`src/rtl/egress_arbiter_pkg.sv`:
```
// Shared types and constants for the egress arbiter and the ingress filters
// that feed it.
package egress_arbiter_pkg;

  localparam int MAX_FRAME_BEATS = 759;

  typedef enum logic [1:0] {
    IDLE  = 2'd0,
    FWD   = 2'd1,
    DRAIN = 2'd2
  } arb_state_t;

  typedef struct packed {
    logic [15:0] tdata;
    logic        tlast;
    logic [7:0]  tdest;
  } axis_beat_t;

  typedef struct packed {
    logic [15:0] tdata;
    logic        tlast;
    logic        tuser;
  } out_beat_t;

endpackage

```
`src/rtl/egress_arbiter_if.sv`:
```
// Ingress and egress AXI-Stream bundle of one egress arbiter instance.
interface egress_arbiter_if #(
  parameter int NUM_INGRESS = 4,
  parameter int W_DEST      = 2
);
  logic [NUM_INGRESS*16-1:0]     in_tdata;
  logic [NUM_INGRESS-1:0]        in_tvalid;
  logic [NUM_INGRESS-1:0]        in_tlast;
  logic [NUM_INGRESS*W_DEST-1:0] in_tdest;
  logic [NUM_INGRESS-1:0]        in_tready;
  logic [15:0]                   out_tdata;
  logic                          out_tvalid;
  logic                          out_tlast;
  logic                          out_tuser;
  logic                          out_tready;

  modport master (
    output in_tdata, in_tvalid, in_tlast, in_tdest, out_tready,
    input  in_tready, out_tdata, out_tvalid, out_tlast, out_tuser
  );

  modport slave (
    input  in_tdata, in_tvalid, in_tlast, in_tdest, out_tready,
    output in_tready, out_tdata, out_tvalid, out_tlast, out_tuser
  );
endinterface

```
`src/rtl/egress_arbiter_rr_arbiter.sv`:
```
// Combinational round-robin pick: first requester at or after rr_ptr,
// wrapping modulo N.
module rr_arbiter #(
  parameter int N  = 4,
  parameter int IW = (N > 1) ? $clog2(N) : 1
) (
  input  logic [N-1:0]  req,
  input  logic [IW-1:0] rr_ptr,
  output logic [N-1:0]  grant_oh,
  output logic [IW-1:0] grant_idx
);

  logic          found;
  logic          hit;
  logic [IW-1:0] j;

  // scan N positions starting at rr_ptr, keep the first hit
  always_comb begin
    grant_oh  = '0;
    grant_idx = '0;
    found     = 1'b0;
    hit       = 1'b0;
    j         = '0;
    for (int k = 0; k < N; k++) begin
      j           = IW'((int'(rr_ptr) + k) % N);
      hit         = ~found & req[j];
      grant_oh[j] = hit;
      grant_idx   = hit ? j : grant_idx;
      found       = found | hit;
    end
  end

endmodule

```
`src/rtl/egress_arbiter.sv`:
```
// Frame-atomic round-robin merge of NUM_INGRESS tagged streams onto one
// registered egress port, with truncation of oversize frames.
module egress_arbiter
  import egress_arbiter_pkg::*;
#(
  parameter int NUM_INGRESS = 4,
  parameter int W_DEST      = 2,
  parameter int EGRESS_ID   = 0,
  parameter int MAX_BEATS   = MAX_FRAME_BEATS,
  parameter int W_CNT       = 16
) (
  input  logic             clk,
  input  logic             reset,
  input  logic             en,
  egress_arbiter_if.slave  bus,
  output logic [W_CNT-1:0] frames_fwd,
  output logic [W_CNT-1:0] frames_trunc
);

  localparam int IDX_W = (NUM_INGRESS > 1) ? $clog2(NUM_INGRESS) : 1;
  localparam int CNT_W = $clog2(MAX_BEATS + 1);

  arb_state_t             state_r, state_s;
  logic [IDX_W-1:0]       grant_r, grant_s, rr_ptr_r, rr_ptr_s, arb_idx_s;
  logic [CNT_W-1:0]       beat_cnt_r, beat_cnt_s;
  out_beat_t              out_r, out_s;
  logic                   out_valid_r, out_valid_s;
  logic [W_CNT-1:0]       fwd_r, fwd_s, trunc_r, trunc_s;
  logic [NUM_INGRESS-1:0] req_s, arb_oh_s, tready_s;
  logic [15:0]            g_data_s;
  logic                   g_valid_s, g_last_s, slot_free_s, acc_s;

  function automatic logic [W_CNT-1:0] sat_inc(input logic [W_CNT-1:0] v);
    if (&v) return v;
    else    return v + W_CNT'(1);
  endfunction

  function automatic logic [IDX_W-1:0] next_idx(input logic [IDX_W-1:0] idx);
    if (idx == IDX_W'(NUM_INGRESS - 1)) return '0;
    else                                return idx + IDX_W'(1);
  endfunction

  // a port requests only when its current beat is tagged for this egress
  always_comb begin
    req_s = '0;
    for (int i = 0; i < NUM_INGRESS; i++) begin
      req_s[i] = bus.in_tvalid[i] & (bus.in_tdest[W_DEST*i +: W_DEST] == W_DEST'(EGRESS_ID));
    end
  end

  rr_arbiter #(.N(NUM_INGRESS), .IW(IDX_W)) u_rr (
    .req       (req_s),
    .rr_ptr    (rr_ptr_r),
    .grant_oh  (arb_oh_s),
    .grant_idx (arb_idx_s)
  );

  // granted-port view and handshake; ready is suppressed while reset is low
  always_comb begin
    g_data_s    = bus.in_tdata[16*int'(grant_r) +: 16];
    g_valid_s   = bus.in_tvalid[grant_r];
    g_last_s    = bus.in_tlast[grant_r];
    slot_free_s = ~out_valid_r | bus.out_tready;
    tready_s    = '0;
    case (state_r)
      FWD:     tready_s[grant_r] = slot_free_s & reset;
      DRAIN:   tready_s[grant_r] = reset;
      default: tready_s          = '0;
    endcase
    acc_s = g_valid_s & tready_s[grant_r];
  end

  // next-state, output register and statistics update
  always_comb begin
    state_s     = state_r;
    grant_s     = grant_r;
    rr_ptr_s    = rr_ptr_r;
    beat_cnt_s  = beat_cnt_r;
    out_s       = out_r;
    out_valid_s = out_valid_r & ~bus.out_tready;
    fwd_s       = fwd_r;
    trunc_s     = trunc_r;
    case (state_r)
      IDLE: begin
        if (en && (|arb_oh_s)) begin
          grant_s    = arb_idx_s;
          beat_cnt_s = '0;
          state_s    = FWD;
        end else begin
          state_s = IDLE;
        end
      end
      FWD: begin
        if (acc_s) begin
          out_valid_s = 1'b1;
          out_s.tdata = g_data_s;
          beat_cnt_s  = beat_cnt_r + CNT_W'(1);
          if (g_last_s) begin
            out_s.tlast = 1'b1;
            out_s.tuser = 1'b0;
            fwd_s       = sat_inc(fwd_r);
            rr_ptr_s    = next_idx(grant_r);
            state_s     = IDLE;
          end else if (beat_cnt_r == CNT_W'(MAX_BEATS - 1)) begin
            // cut here; the remainder of the frame is swallowed in DRAIN
            out_s.tlast = 1'b1;
            out_s.tuser = 1'b1;
            trunc_s     = sat_inc(trunc_r);
            state_s     = DRAIN;
          end else begin
            out_s.tlast = 1'b0;
            out_s.tuser = 1'b0;
          end
        end else begin
          state_s = FWD;
        end
      end
      DRAIN: begin
        if (acc_s && g_last_s) begin
          rr_ptr_s = next_idx(grant_r);
          state_s  = IDLE;
        end else begin
          state_s = DRAIN;
        end
      end
      default: state_s = IDLE;
    endcase
  end

  // state and output registers with synchronous active-low reset
  always_ff @(posedge clk) begin
    if (!reset) begin
      state_r     <= IDLE;
      grant_r     <= '0;
      rr_ptr_r    <= '0;
      beat_cnt_r  <= '0;
      out_r       <= '0;
      out_valid_r <= 1'b0;
      fwd_r       <= '0;
      trunc_r     <= '0;
    end else begin
      state_r     <= state_s;
      grant_r     <= grant_s;
      rr_ptr_r    <= rr_ptr_s;
      beat_cnt_r  <= beat_cnt_s;
      out_r       <= out_s;
      out_valid_r <= out_valid_s;
      fwd_r       <= fwd_s;
      trunc_r     <= trunc_s;
    end
  end

  assign bus.in_tready  = tready_s;
  assign bus.out_tdata  = out_r.tdata;
  assign bus.out_tvalid = out_valid_r;
  assign bus.out_tlast  = out_r.tlast;
  assign bus.out_tuser  = out_r.tuser;
  assign frames_fwd     = fwd_r;
  assign frames_trunc   = trunc_r;

endmodule
```
`src/flat_wrapper.sv`:
```
// flat-port wrapper written by rule: the top's interface ports become plain ports
module egress_arbiter_flat import egress_arbiter_pkg::*;
#(
  parameter int NUM_INGRESS = 4,
  parameter int W_DEST      = 2,
  parameter int EGRESS_ID   = 0,
  parameter int MAX_BEATS   = MAX_FRAME_BEATS,
  parameter int W_CNT       = 16
)
  (clk, reset, en, frames_fwd, frames_trunc, bus_in_tdata, bus_in_tvalid, bus_in_tlast, bus_in_tdest, bus_out_tready, bus_in_tready, bus_out_tdata, bus_out_tvalid, bus_out_tlast, bus_out_tuser);
  egress_arbiter_if #(.NUM_INGRESS(NUM_INGRESS), .W_DEST(W_DEST)) bus_i ();
  input  logic clk;
  input  logic reset;
  input  logic en;
  output logic [W_CNT-1:0] frames_fwd;
  output logic [W_CNT-1:0] frames_trunc;
  input wire logic [$bits(bus_i.in_tdata)-1:0] bus_in_tdata;
  input wire logic [$bits(bus_i.in_tvalid)-1:0] bus_in_tvalid;
  input wire logic [$bits(bus_i.in_tlast)-1:0] bus_in_tlast;
  input wire logic [$bits(bus_i.in_tdest)-1:0] bus_in_tdest;
  input wire logic [$bits(bus_i.out_tready)-1:0] bus_out_tready;
  output wire logic [$bits(bus_i.in_tready)-1:0] bus_in_tready;
  output wire logic [$bits(bus_i.out_tdata)-1:0] bus_out_tdata;
  output wire logic [$bits(bus_i.out_tvalid)-1:0] bus_out_tvalid;
  output wire logic [$bits(bus_i.out_tlast)-1:0] bus_out_tlast;
  output wire logic [$bits(bus_i.out_tuser)-1:0] bus_out_tuser;
  assign bus_i.in_tdata = bus_in_tdata;
  assign bus_i.in_tvalid = bus_in_tvalid;
  assign bus_i.in_tlast = bus_in_tlast;
  assign bus_i.in_tdest = bus_in_tdest;
  assign bus_i.out_tready = bus_out_tready;
  assign bus_in_tready = bus_i.in_tready;
  assign bus_out_tdata = bus_i.out_tdata;
  assign bus_out_tvalid = bus_i.out_tvalid;
  assign bus_out_tlast = bus_i.out_tlast;
  assign bus_out_tuser = bus_i.out_tuser;
  egress_arbiter #(.NUM_INGRESS(NUM_INGRESS), .W_DEST(W_DEST), .EGRESS_ID(EGRESS_ID), .MAX_BEATS(MAX_BEATS), .W_CNT(W_CNT)) u_core (.clk(clk), .reset(reset), .en(en), .bus(bus_i), .frames_fwd(frames_fwd), .frames_trunc(frames_trunc));
endmodule
```
`config.mk`:
```
export PLATFORM = sky130hd
export DESIGN_NAME = egress_arbiter_flat
export DESIGN_NICKNAME = d
export VERILOG_FILES = /design/src/rtl/egress_arbiter_pkg.sv /design/src/rtl/egress_arbiter_if.sv /design/src/rtl/egress_arbiter_rr_arbiter.sv /design/src/rtl/egress_arbiter.sv /design/src/flat_wrapper.sv
export SDC_FILE = /design/constraint.sdc
export NUM_CORES = 1
export LEC_CHECK = 0
export BUFFER_PORTS_ARGS = -buffer_cell sky130_fd_sc_hd__buf_2
export CAP_MARGIN = 10
export CELL_PAD_IN_SITES_DETAIL_PLACEMENT = 1
export CELL_PAD_IN_SITES_GLOBAL_PLACEMENT = 2
export CORE_UTILIZATION = 32
export DETAILED_ROUTE_END_ITERATION = 6
export HOLD_SLACK_MARGIN = 0.05
export PLACE_DENSITY = 0.95
export SYNTH_ARGS = -nofsm -noshare
export SYNTH_HDL_FRONTEND = slang
export SYNTH_SLANG_ARGS = --single-unit
```
`constraint.sdc`:
```
create_clock -name clk -period 6.21 [get_ports clk]
set_clock_uncertainty 0.1 [all_clocks]
set_input_delay 0.621 -clock clk [delete_from_list [all_inputs] [get_ports clk]]
set_output_delay 0.621 -clock clk [all_outputs]
set_load 0.02 [all_outputs]
```
==> results.cfg <==
[clock_network]
clock-sinks = 67
ctsResizeCount = 0
cts_tree = done
cts_made_buffers = 9
insertion_delay_ns = 0.34
postCtsSetupBuffers = 0
hold_buffers = 0
ctsHtreeMaxLevel = 3
clockBufferDepth = 2
cts.root.buffer_cell = clkbuf_16
clk_pin_slew_worst_paths_ns = 0.05

[placed_design]
hpwl_um = 10100
place_area_sq_um = 5150
gp_congestion = 0.813
numPortBuffers = 138

[setup_path]
worst_setup_path_end_kind = flip-flop
cp_max_fo = 24
r2r_start = u_core.grant_r[1]
critical_path_class = reg -> reg
cp.buffers_inverters = 1
worst_path_max_delay_cell = dfxtp_1
setup.worst_path.start_class = flip-flop
path_cells = ha_1, nand2_1, o211ai_1, o2111a_1, o311ai_1, buf_4, or4_1, or4_1, a21boi_1
crit_required_ns = 6.38
cp-startpoint = u_core.grant_r[1]
worstPathArrival_ns = 4.29
cpPeakStageDelay_ns = 1.02
cp_common_cell = or4_1
cp_top_family = compound AO/OA/AOI/OAI gates

[run_status]
status = finished, final reports clean

[synth]
avgSynthCellArea_sq_um = 8.90
synth_seq_area_share = 0.310
synth_area_sq_um = 4320
ys_dominant_reg_cell = dfxtp_1
ys_ff_latch = 67
synth_cells = 486
ys_async_sr_fraction = 0
synth_edf_count = 0
synth_cell_types = 64
synth_warnings = 0
synth_fp_nets = 589

[timing]
fin_tns_setup_ns = 0
period_needed_ns = 4.12
slew_viol_final = 0
relSlewSlack = 0.285
finalSetupViolations = 0
worstMarginPinSlew_ns = 1.07
fmaxAchievable_mhz = 243
fin_crit_sh = 0.663
hold_viol_final = 0
rsz0062_at_grt = false

[final_layout]
syn_to_final_growth_pct = 25.9
final_nets = 714
layout_commonest_cell = buf_2
drive_above_1_share = 0.304
antenna_cells = 0
finish.instance_area_sq_um = 5450
layout_common_cells = buf_2, dfxtp_1, nand2_1, and2_1, inv_1

[floorplan]
io_pins = 139
std_cell_rows = 42
core_area_sq_um = 13200
die-height_um = 118
die-area_sq_um = 14000
die_w_um = 118
start_util = 0.328

[flow_run]
drv_cap = 0

[detailed_routing]
avgRoutedWirePerCell_um = 16.9
drc = 0
ant_nets = 0
num_vias = 4192
drtIter0Drc = 128
dr.pass1.iters = 4
vias_per_cell = 5.29
routed_wl_um = 13400

[pwr]
powerDensity_nw_per_um2 = 211
peakVddDrop_mv = 0.120
p_leak_nw = 2.31

[global_routing]
grt_pass1_vias = 4372
overflow = 0
grt_pass1_wl_um = 21800
antenna_found_initial = 0
grtUsageTotal = 0.196
grt_max_degree = 64

[worst_hold_path]
hold_start = u_core.bus.out_tdata[6]
hold_path_class = reg -> reg
==> tightest hold or removal path, delay by kind of cell (launching register included) <==
family | cells | cell delay [ns]
and+or+nand+nor | 1 | 0.05
AOI/OAI and AO/OA | 1 | 0.07
DFF | 1 | 0.30
==> cells by family (layout without fill, tap and decap cells) <==
family / after synthesis / count (layout) / share of synthesized area
flops: 67 / 67 / 0.310
fa+ha+maj: 19 / 19 / 0.0550
mux: 32 / 32 / 0.136
compound gates: 98 / 98 / 0.163
simple gates: 193 / 193 / 0.239
buf+inv: 51 / 181 / 0.0449
xor+xnor: 26 / 26 / 0.0527
==> power breakdown <==
part | internal [W] | total, W | switching, W | leakage (nW)
sequential | 0.000436 | 0.000447 | 0.0000112 | 0.540
combinational | 0.0000884 | 0.000191 | 0.000102 | 1.62
clock | 0.000319 | 0.000509 | 0.000190 | 0.145
total | 0.000843 | 0.00115 | 0.000303 | 2.31
==> path summary, 6_finish.rpt <==
| path | endpoint | slack, ns | cells past startpoint |
|---|---|---|---|
| min | u_core.bus.out_tdata[6] | 0.37 | 2 |
| min reg2reg | u_core.bus.out_tdata[6] | 0.37 | 2 |
| max | u_core.frames_trunc[13] | 2.09 | 9 |
| max reg2reg | u_core.frames_trunc[13] | 2.09 | 9 |
==> area by class of cell <==
class / count / area [sq um]
well taps: 176 / 220
fillers: 1587 / 7740
inverters: 25 / 93.8
clock inverters: 5 / 52.6
multi-input cells: 368 / 2790
flip-flops and latches: 67 / 1340
repair buffers: 140 / 706
clock buffers: 11 / 243
==> registers in the layout, summed over array words and instances, names as in the netlist, 2 cells and up <==
name and flops:
u_core.frames_trunc 16, u_core.rr_ptr_r 2, u_core.frames_fwd 16, u_core.bus.out_tdata 16
u_core.state_r 2, u_core.beat_cnt_r 10, u_core.grant_r 2
==> per-layer routing <==
| metal | part of all wire | up-vias | track usage |
|---|---|---|---|
| li1 | - | 2022 | - |
| met1 | 0.42 | 2062 | 0.226 |
| met2 | 0.52 | 86 | 0.351 |
| met3 | 0.042 | 22 | 0.0487 |
| met4 | 0.020 | 0 | 0.0633 |
| met5 | 0 | - | 0 |
==> through the flow <==
stage	instances	util	setup WS (ns)	hold WS, ns	power (W)
2_1_floorplan	486	-	2.94	0.357	0.000582
4_1_cts	792	0.413	2.04	0.369	0.00116
3_3_place_gp	776	0.390	2.14	0.353	0.000638
3_5_place_dp	776	0.390	1.98	0.361	0.000646
5_1_grt	792	0.413	1.80	0.402	0.00120
6_report	792	0.413	2.09	0.368	0.00115
==> synthesized netlist by cell type, types with 3 or more instances <==
cell / instances / area (sq um)
nor2_1: 17 / 63.8
nor4_1: 7 / 43.8
nand4_1: 12 / 75.1
buf_1: 5 / 18.8
nor3_1: 7 / 35.0
nor4b_1: 3 / 26.3
nor2b_1: 4 / 25.0
ha_1: 19 / 238
mux2_2: 3 / 33.8
a22o_1: 3 / 26.3
clkbuf_1: 19 / 71.3
mux4_2: 21 / 473
and2_1: 35 / 219
or3_1: 4 / 25.0
and4_1: 3 / 26.3
nand3_1: 18 / 90.1
nand2_1: 60 / 225
and3_1: 5 / 31.3
a21boi_0: 22 / 165
o22ai_1: 3 / 18.8
dfxtp_1: 67 / 1340
a21oi_1: 14 / 70.1
a21boi_1: 3 / 22.5
o21ai_0: 15 / 75.1
nor3b_1: 6 / 45.0
o211ai_1: 5 / 37.5
mux2i_1: 8 / 80.1
o211a_1: 3 / 30.0
inv_1: 24 / 90.1
xnor2_1: 17 / 149
xor2_1: 9 / 78.8
Note: power is estimated with default switching activity, not from simulation.
